### src/rtl/ex_stage_mc.sv
// rtl/ex_stage_mc.sv - execute stage: bypass muxes, single-cycle ALU, iterative MUL/DIV, registered EX/MEM bundle
module ex_stage_mc #(
    parameter int XLEN    = 32,
    parameter int NUM_FWD = 3
) (
    input  logic                    clk,
    input  logic                    reset,
    input  logic                    flush,
    input  logic                    in_valid,
    output logic                    in_ready,
    input  logic [31:0]             in_ir,
    input  logic [XLEN-1:0]         in_a,
    input  logic [XLEN-1:0]         in_b,
    input  logic [XLEN-1:0]         in_imm,
    input  logic [4:0]              in_op,
    input  logic [1:0]              in_b_sel,
    input  logic [NUM_FWD-1:0]      fwd_sel_a,
    input  logic [NUM_FWD-1:0]      fwd_sel_b,
    input  logic [NUM_FWD*XLEN-1:0] fwd_data,
    output logic                    out_valid,
    input  logic                    out_ready,
    output logic [31:0]             out_ir,
    output logic [XLEN-1:0]         out_result,
    output logic [XLEN-1:0]         out_store,
    output logic                    busy
);
    localparam int SHW = $clog2(XLEN);
    localparam int CW  = $clog2(XLEN + 1);

    localparam logic [1:0] S_IDLE = 2'd0;
    localparam logic [1:0] S_BUSY = 2'd1;
    localparam logic [1:0] S_DONE = 2'd2;

    logic [1:0]      r_state;
    logic            r_out_valid;
    logic [31:0]     r_out_ir;
    logic [XLEN-1:0] r_out_result;
    logic [XLEN-1:0] r_out_store;

    logic [4:0]      r_op;
    logic [XLEN-1:0] r_acc;
    logic [XLEN-1:0] r_x;
    logic [XLEN-1:0] r_y;
    logic [CW-1:0]   r_cnt;
    logic            r_neg_q;
    logic            r_neg_r;
    logic            r_dz;
    logic [31:0]     r_p_ir;
    logic [XLEN-1:0] r_p_store;

    logic [XLEN-1:0] w_opa;
    logic [XLEN-1:0] w_rs2;
    logic [XLEN-1:0] w_opb;
    logic [11:0]     w_simm12;
    logic [XLEN-1:0] w_simm;
    logic [SHW-1:0]  w_shamt;
    logic [XLEN-1:0] w_alu;
    logic [XLEN-1:0] w_md_res;
    logic            w_is_md;
    logic            w_sdiv;
    logic            w_a_neg;
    logic            w_b_neg;
    logic [XLEN-1:0] w_abs_a;
    logic [XLEN-1:0] w_abs_b;
    logic            w_accept;
    logic            w_fire;
    logic            w_land;
    logic [XLEN:0]   w_div_rs;
    logic [XLEN:0]   w_div_df;

    // Descending scan so the lowest set select index is the one left standing
    always_comb begin
        w_opa = in_a;
        w_rs2 = in_b;
        for (int i = NUM_FWD - 1; i >= 0; i--) begin
            if (fwd_sel_a[i]) w_opa = fwd_data[i*XLEN +: XLEN];
            if (fwd_sel_b[i]) w_rs2 = fwd_data[i*XLEN +: XLEN];
        end
    end

    assign w_simm12 = {in_ir[31:25], in_ir[11:7]};
    assign w_simm   = XLEN'($signed(w_simm12));

    always_comb begin
        w_opb = w_rs2;
        case (in_b_sel)
            2'd1:    w_opb = in_imm;
            2'd2:    w_opb = w_simm;
            default: w_opb = w_rs2;
        endcase
    end

    assign w_shamt = w_opb[SHW-1:0];

    always_comb begin
        w_alu = '0;
        case (in_op)
            5'd0:    w_alu = w_opa + w_opb;
            5'd1:    w_alu = w_opa - w_opb;
            5'd2:    w_alu = w_opa & w_opb;
            5'd3:    w_alu = w_opa | w_opb;
            5'd4:    w_alu = w_opa ^ w_opb;
            5'd5:    w_alu = w_opa << w_shamt;
            5'd6:    w_alu = w_opa >> w_shamt;
            5'd7:    w_alu = $signed(w_opa) >>> w_shamt;
            5'd8:    w_alu = {{(XLEN-1){1'b0}}, $signed(w_opa) < $signed(w_opb)};
            5'd9:    w_alu = {{(XLEN-1){1'b0}}, w_opa < w_opb};
            default: w_alu = '0;
        endcase
    end

    assign w_is_md = (in_op >= 5'd16) && (in_op <= 5'd20);
    assign w_sdiv  = (in_op == 5'd17) || (in_op == 5'd19);
    assign w_a_neg = w_sdiv && w_opa[XLEN-1];
    assign w_b_neg = w_sdiv && w_opb[XLEN-1];
    assign w_abs_a = w_a_neg ? ('0 - w_opa) : w_opa;
    assign w_abs_b = w_b_neg ? ('0 - w_opb) : w_opb;

    // Restoring divide step: r_acc is the partial remainder, r_x shifts dividend out and quotient in
    assign w_div_rs = {r_acc, r_x[XLEN-1]};
    assign w_div_df = w_div_rs - {1'b0, r_y};

    // Magnitude divide with divisor 0 already yields all-ones / dividend; only signed DIV needs the override
    always_comb begin
        w_md_res = '0;
        case (r_op)
            5'd16:   w_md_res = r_acc;
            5'd17:   w_md_res = r_dz ? '1 : (r_neg_q ? ('0 - r_x) : r_x);
            5'd18:   w_md_res = r_x;
            5'd19:   w_md_res = r_neg_r ? ('0 - r_acc) : r_acc;
            5'd20:   w_md_res = r_acc;
            default: w_md_res = '0;
        endcase
    end

    assign in_ready = (r_state == S_IDLE) && (!r_out_valid || out_ready);
    assign w_accept = in_valid && in_ready && !flush;
    assign w_fire   = (r_state == S_DONE) && (!r_out_valid || out_ready);
    assign w_land   = (w_accept && !w_is_md) || w_fire;

    always_ff @(posedge clk) begin
        if (!reset) begin
            r_state      <= S_IDLE;
            r_out_valid  <= 1'b0;
            r_out_ir     <= '0;
            r_out_result <= '0;
            r_out_store  <= '0;
            r_op         <= '0;
            r_acc        <= '0;
            r_x          <= '0;
            r_y          <= '0;
            r_cnt        <= '0;
            r_neg_q      <= 1'b0;
            r_neg_r      <= 1'b0;
            r_dz         <= 1'b0;
            r_p_ir       <= '0;
            r_p_store    <= '0;
        end else if (flush) begin
            r_state     <= S_IDLE;
            r_out_valid <= 1'b0;
            r_cnt       <= '0;
        end else begin
            if (w_accept && !w_is_md) begin
                r_out_ir     <= in_ir;
                r_out_result <= w_alu;
                r_out_store  <= w_rs2;
            end else if (w_fire) begin
                r_out_ir     <= r_p_ir;
                r_out_result <= w_md_res;
                r_out_store  <= r_p_store;
            end

            if (w_land) begin
                r_out_valid <= 1'b1;
            end else if (out_ready) begin
                r_out_valid <= 1'b0;
            end

            case (r_state)
                S_IDLE: begin
                    if (w_accept && w_is_md) begin
                        r_state   <= S_BUSY;
                        r_op      <= in_op;
                        r_p_ir    <= in_ir;
                        r_p_store <= w_rs2;
                        r_cnt     <= CW'(XLEN);
                        r_acc     <= '0;
                        r_x       <= (in_op == 5'd16) ? w_opa : w_abs_a;
                        r_y       <= (in_op == 5'd16) ? w_opb : w_abs_b;
                        r_neg_q   <= w_a_neg ^ w_b_neg;
                        r_neg_r   <= w_a_neg;
                        r_dz      <= (w_opb == '0);
                    end
                end
                S_BUSY: begin
                    if (r_op == 5'd16) begin
                        if (r_y[0]) r_acc <= r_acc + r_x;
                        r_x <= r_x << 1;
                        r_y <= r_y >> 1;
                    end else if (!w_div_df[XLEN]) begin
                        r_acc <= w_div_df[XLEN-1:0];
                        r_x   <= {r_x[XLEN-2:0], 1'b1};
                    end else begin
                        r_acc <= w_div_rs[XLEN-1:0];
                        r_x   <= {r_x[XLEN-2:0], 1'b0};
                    end
                    r_cnt <= r_cnt - CW'(1);
                    if (r_cnt == CW'(1)) r_state <= S_DONE;
                end
                S_DONE: begin
                    if (w_fire) r_state <= S_IDLE;
                end
                default: r_state <= S_IDLE;
            endcase
        end
    end

    assign out_valid  = r_out_valid;
    assign out_ir     = r_out_ir;
    assign out_result = r_out_result;
    assign out_store  = r_out_store;
    assign busy       = (r_state != S_IDLE);

endmodule

### config.mk
export PLATFORM = sky130hd
export DESIGN_NAME = ex_stage_mc
export DESIGN_NICKNAME = d
export VERILOG_FILES = /design/src/rtl/ex_stage_mc.sv
export SDC_FILE = /design/constraint.sdc
export NUM_CORES = 2
export LEC_CHECK = 0
export ABC_AREA = 1
export BUFFER_PORTS_ARGS = -buffer_cell sky130_fd_sc_hd__buf_2
export CAP_MARGIN = 30
export CORE_ASPECT_RATIO = 0.7
export CORE_MARGIN = 2
export CORE_UTILIZATION = 67
export CTS_BUF_LIST = sky130_fd_sc_hd__clkbuf_8
export CTS_CLUSTER_SIZE = 16
export DETAILED_ROUTE_END_ITERATION = 7
export PLACE_DENSITY = 0.86
export SKIP_CTS_REPAIR_TIMING = 1
export SLEW_MARGIN = 25
export SYNTH_ARGS = -nofsm -noshare
export SYNTH_HDL_FRONTEND = slang
export SYNTH_SLANG_ARGS = --single-unit
### constraint.sdc
create_clock -name clk -period 10.2 [get_ports clk]
set_input_delay 0.51 -clock clk [delete_from_list [all_inputs] [get_ports clk]]
set_output_delay 0.51 -clock clk [all_outputs]
set_load 0.02 [all_outputs]
==> results list, run 1 <==
* Number of instances in the synthesized netlist: 5522
- Global routing used 65.5% of the available tracks across all layers.
* Port-buffer cells: 340
* Synthesized netlist net count: 5937
- Counting along the longest clock path gives a buffer depth of 3.
* Post-Place Cells: 6232
* TritonCTS sink count: 273
- Dominant combinational cell family by area after synthesis: simple AND/OR/NAND/NOR gates
- Share of synthesized cell area in full adder, half adder and majority cells: 7.02%
* Summed instance area of the synthesized netlist: 31300 sq um
- Number of warnings reported in the yosys synthesis log: 0
* FFs w/ async S/R, synth: 0%
- Pin count of the biggest net entering global routing: 98
- Summing the areas of all and, or, nand and nor instances in the mapped netlist gives 36.9% of the synthesized area.
- In the synthesized netlist, mux cells make up 0.0320% of the area.
* Share of the synthesized netlist area taken by xor and xnor gates: 1.99%
* Main synth FF type: dfxtp_1
- The tool reported: "[ERROR GRT-0232] Routing congestion too high. Check the congestion heatmap in the GUI".
* Result of the run: did not finish
* Overall overflow remaining after global route: 4
- Vert. Die Dim: 185 um
- The synthesized design contains 0 enable-type register cells.
* Buffer cell driving the clock tree root: clkbuf_8
- Routability cong.: 1.44
* Exit stage: global routing (5_1_grt)
- After legalization and detailed placement, the total HPWL measured 124000 um.
* Synth Register Bits: 273
- The H-tree was split into 2 levels.
- Share of the yosys chip area belonging to registers: 17.5%
* Number of CTS-inserted buffers: 43
* Unique cell type count in the Yosys netlist: 63
- Number of core rows: 66
- Fraction of the mapped netlist area in compound gates: 26.0%
- A synthesized cell averages 5.66 sq um.
- For this design the top-level I/O count stands at 341.
* Width of the chip: 262 um
- For this configuration, the core starts out at a cell density of 67.6%.
## stage by stage
stage	hold slack [ns]	instance area (sq um)	setup WS, ns
CTS	0.0905	33800	5.14
detailed placement	0.455	32900	4.60
global placement	0.451	32800	4.55
floorplan	0.445	31300	6.43
## cells in the mapped netlist, drive strengths merged, types with 52 or more instances
master	number	area, sq um
clkbuf	175	657
nand3	576	2950
inv	511	1920
o21ai	529	2820
nor2	511	2000
ha	169	2110
buf	116	689
a31oi	52	325
a21oi	666	3350
dfxtp	273	5470
nand2	1517	5750
xor2	53	464
nor3	67	378
## cell families after synthesis
kind of cell | Yosys count
AND/OR/NAND/NOR | 2743
flip-flops | 273
adder cells (fa/ha/maj) | 173
multiplexers | 1
buffers and inverters | 809
AO/OA/AOI/OAI | 1452
XOR/XNOR | 71
## routing by layer
metal	global-route usage [%]	GRT overflow
met1	74.6	0
met2	79.7	4
met3	48.3	0
met4	47.5	0
met5	28.7	0
==> run 2, diff against run 1 <==
--- a/config.mk
+++ b/config.mk
@@ -8,13 +8,10 @@
 export ABC_AREA = 1
 export BUFFER_PORTS_ARGS = -buffer_cell sky130_fd_sc_hd__buf_2
 export CAP_MARGIN = 30
-export CORE_ASPECT_RATIO = 0.7
 export CORE_MARGIN = 2
-export CORE_UTILIZATION = 67
-export CTS_BUF_LIST = sky130_fd_sc_hd__clkbuf_8
-export CTS_CLUSTER_SIZE = 16
+export CORE_UTILIZATION = 40
 export DETAILED_ROUTE_END_ITERATION = 7
-export PLACE_DENSITY = 0.86
+export PLACE_DENSITY_LB_ADDON = 0.15
 export SKIP_CTS_REPAIR_TIMING = 1
 export SLEW_MARGIN = 25
 export SYNTH_ARGS = -nofsm -noshare
==> results list, run 2 <==
* Max-capacitance violation count: 0
- Power Total: 0.00464 W
* Synth Register Bits: 273
* Most area-hungry cell type in the Yosys netlist: nand2_1
- Starting density of the core: 40.4%
* Net total in the final layout: 6102
* Final WL: 188000 um
- After synthesis, the mean cell area works out to 5.66 sq um.
* Cell types with the highest counts after synthesis: 1503 x nand2_1, 661 x a21oi_1, 564 x nand3_1
- Kind of end point of the critical path: register
- Once placement finished, the instance area stood at 33600 sq um.
- Data arrival at the endpoint of the critical path: 5.73 ns
- Clock latency on the worst-skew pair, taken at its later pin, is 0.63 ns.
- Derived from the worst setup path, the maximum achievable clock frequency is 193 MHz.
- Pin slew with the least headroom to its limit: 1.15 ns
- Commonest non-fill, non-tap cells in the layout: 1501 x nand2_1, 661 x a21oi_1, 564 x nand3_1, 492 x nor2_1, 478 x inv_1
* Signed area change from the synthesized netlist to the final layout: 11.9%
- Most common library cell in the layout ignoring fill and taps: nand2_1
- Wire length of the first global-routing pass: 267000 um
- Post-synthesis simple-gate area fraction: 36.9%
- Type of origin of the critical path: input pin
- Synthesized netlist net count: 5937
* Remaining routing DRC violations: 0
- Sorting the synthesized cells by area gives the leading types as nand2_1 18%, dfxtp_1 17%, a21oi_1 11%.
* Fraction of layout cells with a size suffix above 1: 10.9%
- Critical path peak fanout: 33
- Hold/Removal Path Class: input pin to register
- Fraction of the mapped netlist area in compound gates: 26.0%
- Required arrival time at the worst endpoint: 10.73 ns
* Overall overflow remaining after global route: 0
* FFs w/ async S/R, synth: 0%
* Via count of the first global-routing pass: 38000
- Global routing consumed, over all layers together, 44.9% of the routing resources.
- After clock tree synthesis, the clock-pin slew on the worst setup and hold paths is 0.07 ns.
- By area, the combinational part of the netlist is dominated by simple AND/OR/NAND/NOR gates.
- Main synth FF type: dfxtp_1
- Clock tree synthesis inserted a total of 39 buffers.
- In this run the static leakage power is 16.6 nW.
- Yosys printed 0 warnings.
* Cell with the most instances after synthesis: nand2_1
* Via density per instance: 6.06
* Core Footprint: 77500 sq um
* Rel. slew slack: 22.9%
- Time the final worst path needs with I/O delays and setup: 5.19 ns
* Width of the chip: 284 um
- Summed instance area of the synthesized netlist: 31300 sq um
* Crit share post-route: 50.9%
* Overall die area: 80400 sq um
* Detailed-placement wirelength estimate: 150000 um
- Port-buffer cells: 340
- The top cell type by area accounts for 18.0% of the synthesized area.
- In the synthesized netlist, mux cells make up 0.0320% of the area.
- For the final database, setup skew stands at 0.0387 ns.
- After detailed routing, the average wire length per cell comes to 27.9 um.
* Unrepaired setup endpoints after global routing: false
* Total non-filler cell area in the finished layout: 35000 sq um
- Final setup violation count: 0
- Count of pins on the block boundary: 341
* Share of synthesized cell area in full adder, half adder and majority cells: 7.02%
- Result of the run: completed
- The worst-case IR drop observed on VDD is 0.139 mV.
* Max-slew violation count: 0
* Buffers from clock root to sink, at most: 3
- TritonCTS sink count: 273
- Worst-case hold slack: 0.154 ns
- The worst setup path is of the input pin to register kind.
* CTS tree: done
* Setup TNS: 0 ns
- Of the total synthesized cell area, the portion taken by XOR and XNOR cells is 1.99%.
* Iteration count of the initial detailed-routing pass: 6
- Via count: 41000
* Count of flip-flops with a built-in enable after synthesis: 0
- Post-route core utilization: 45.2%
- The congestion estimate from routability-driven global placement came to 1.10.
- Buffer cell driving the clock tree root: clkbuf_16
- Antenna violations before repair: 13
- The clock tree synthesis step divided the H-tree into 2 levels.
* Vert. Die Dim: 284 um
- Number of instances in the synthesized netlist: 5522
* Number of core rows: 102
- The number of hold-slack violations in the final timing report is 0.
- Share of the yosys chip area belonging to registers: 17.5%
- Unique cell type count in the Yosys netlist: 63
- Remaining antenna violation count: 0
* Starting DRT DRC Count: 4919
* Pin count of the biggest net entering global routing: 99
- For this design the ratio of total power to cell area is 133 nW/um^2.
-- run 2: kinds of logic (layout without fill, tap and decap cells) --
family                     count (synthesis)  count (layout)
and+or+nand+nor                         2743            2743
adders and majority gates                173             173
AOI/OAI and AO/OA                       1452            1452
buffers and inverters                    809            1000
xor gates and xnor gates                  71              71
other                                      0               4
DFF                                      273             273
muxes                                      1               1
-- run 2: layout make-up --
cell class / instances / area, sq um
fillers: 8792 / 42500
multi-input cells: 4440 / 22600
flip-flops and latches: 273 / 5470
repair buffers: 415 / 2310
inverters: 518 / 1950
well taps: 1040 / 1300
clock buffers: 51 / 1100
clock inverters: 16 / 235
diodes: 4 / 10.0
-- run 2: metrics by stage --
stage | setup WS (ns) | std cells
after floorplan | 6.43 | 5522
after global placement | 4.69 | 6681
after detailed placement | 4.68 | 6686
after CTS | 5.31 | 6753
after global routing | 4.97 | 6754
final | 5.01 | 6757
-- run 2: path summary, 6_finish.rpt --
kind / from / endpoint / slack (ns) / cells past startpoint
min reg2reg: out_store[9] / out_store[9] / 0.46 / 2
max reg2reg: r_state[0] / r_y[28] / 5.58 / 16
min: in_ir[14] / r_p_ir[14] / 0.15 / 3
max: fwd_sel_b[2] / out_result[0] / 5.01 / 18
-- run 2: where the power goes --
group          switching, W  internal (W)  leakage [nW]  total, W
Clock              0.000637      0.000848         0.642   0.00149
Sequential        0.0000280       0.00110          2.21   0.00112
Combinational       0.00154      0.000498          13.7   0.00203
Total               0.00220       0.00244          16.6   0.00464
-- run 2: worst max-delay path, cell delays in order --
cell      delay (ns)
buf_2           0.30
inv_2           0.52
nor2_1          0.08
o31ai_1         0.19
o21ai_0         0.31
a21boi_0        0.99
inv_1           0.34
ha_1            0.63
inv_1           0.18
a21oi_1         0.44
o31ai_1         0.12
a211oi_1        0.53
nand3_1         0.16
nand2_1         0.09
inv_1           0.04
nand2_1         0.06
nand2_1         0.05
a21oi_1         0.15
-- run 2: metal layers --
| layer | up-vias | part of all wire [%] | track usage, % |
|---|---|---|---|
| met1 | 19100 | 37 | 52.5 |
| met5 | - | 0.049 | 0 |
| met2 | 2456 | 44 | 71.0 |
| met4 | 14 | 9.5 | 35.2 |
| li1 | 18900 | - | - |
| met3 | 552 | 9.8 | 10.3 |
Power figures use the tool's default switching activity.
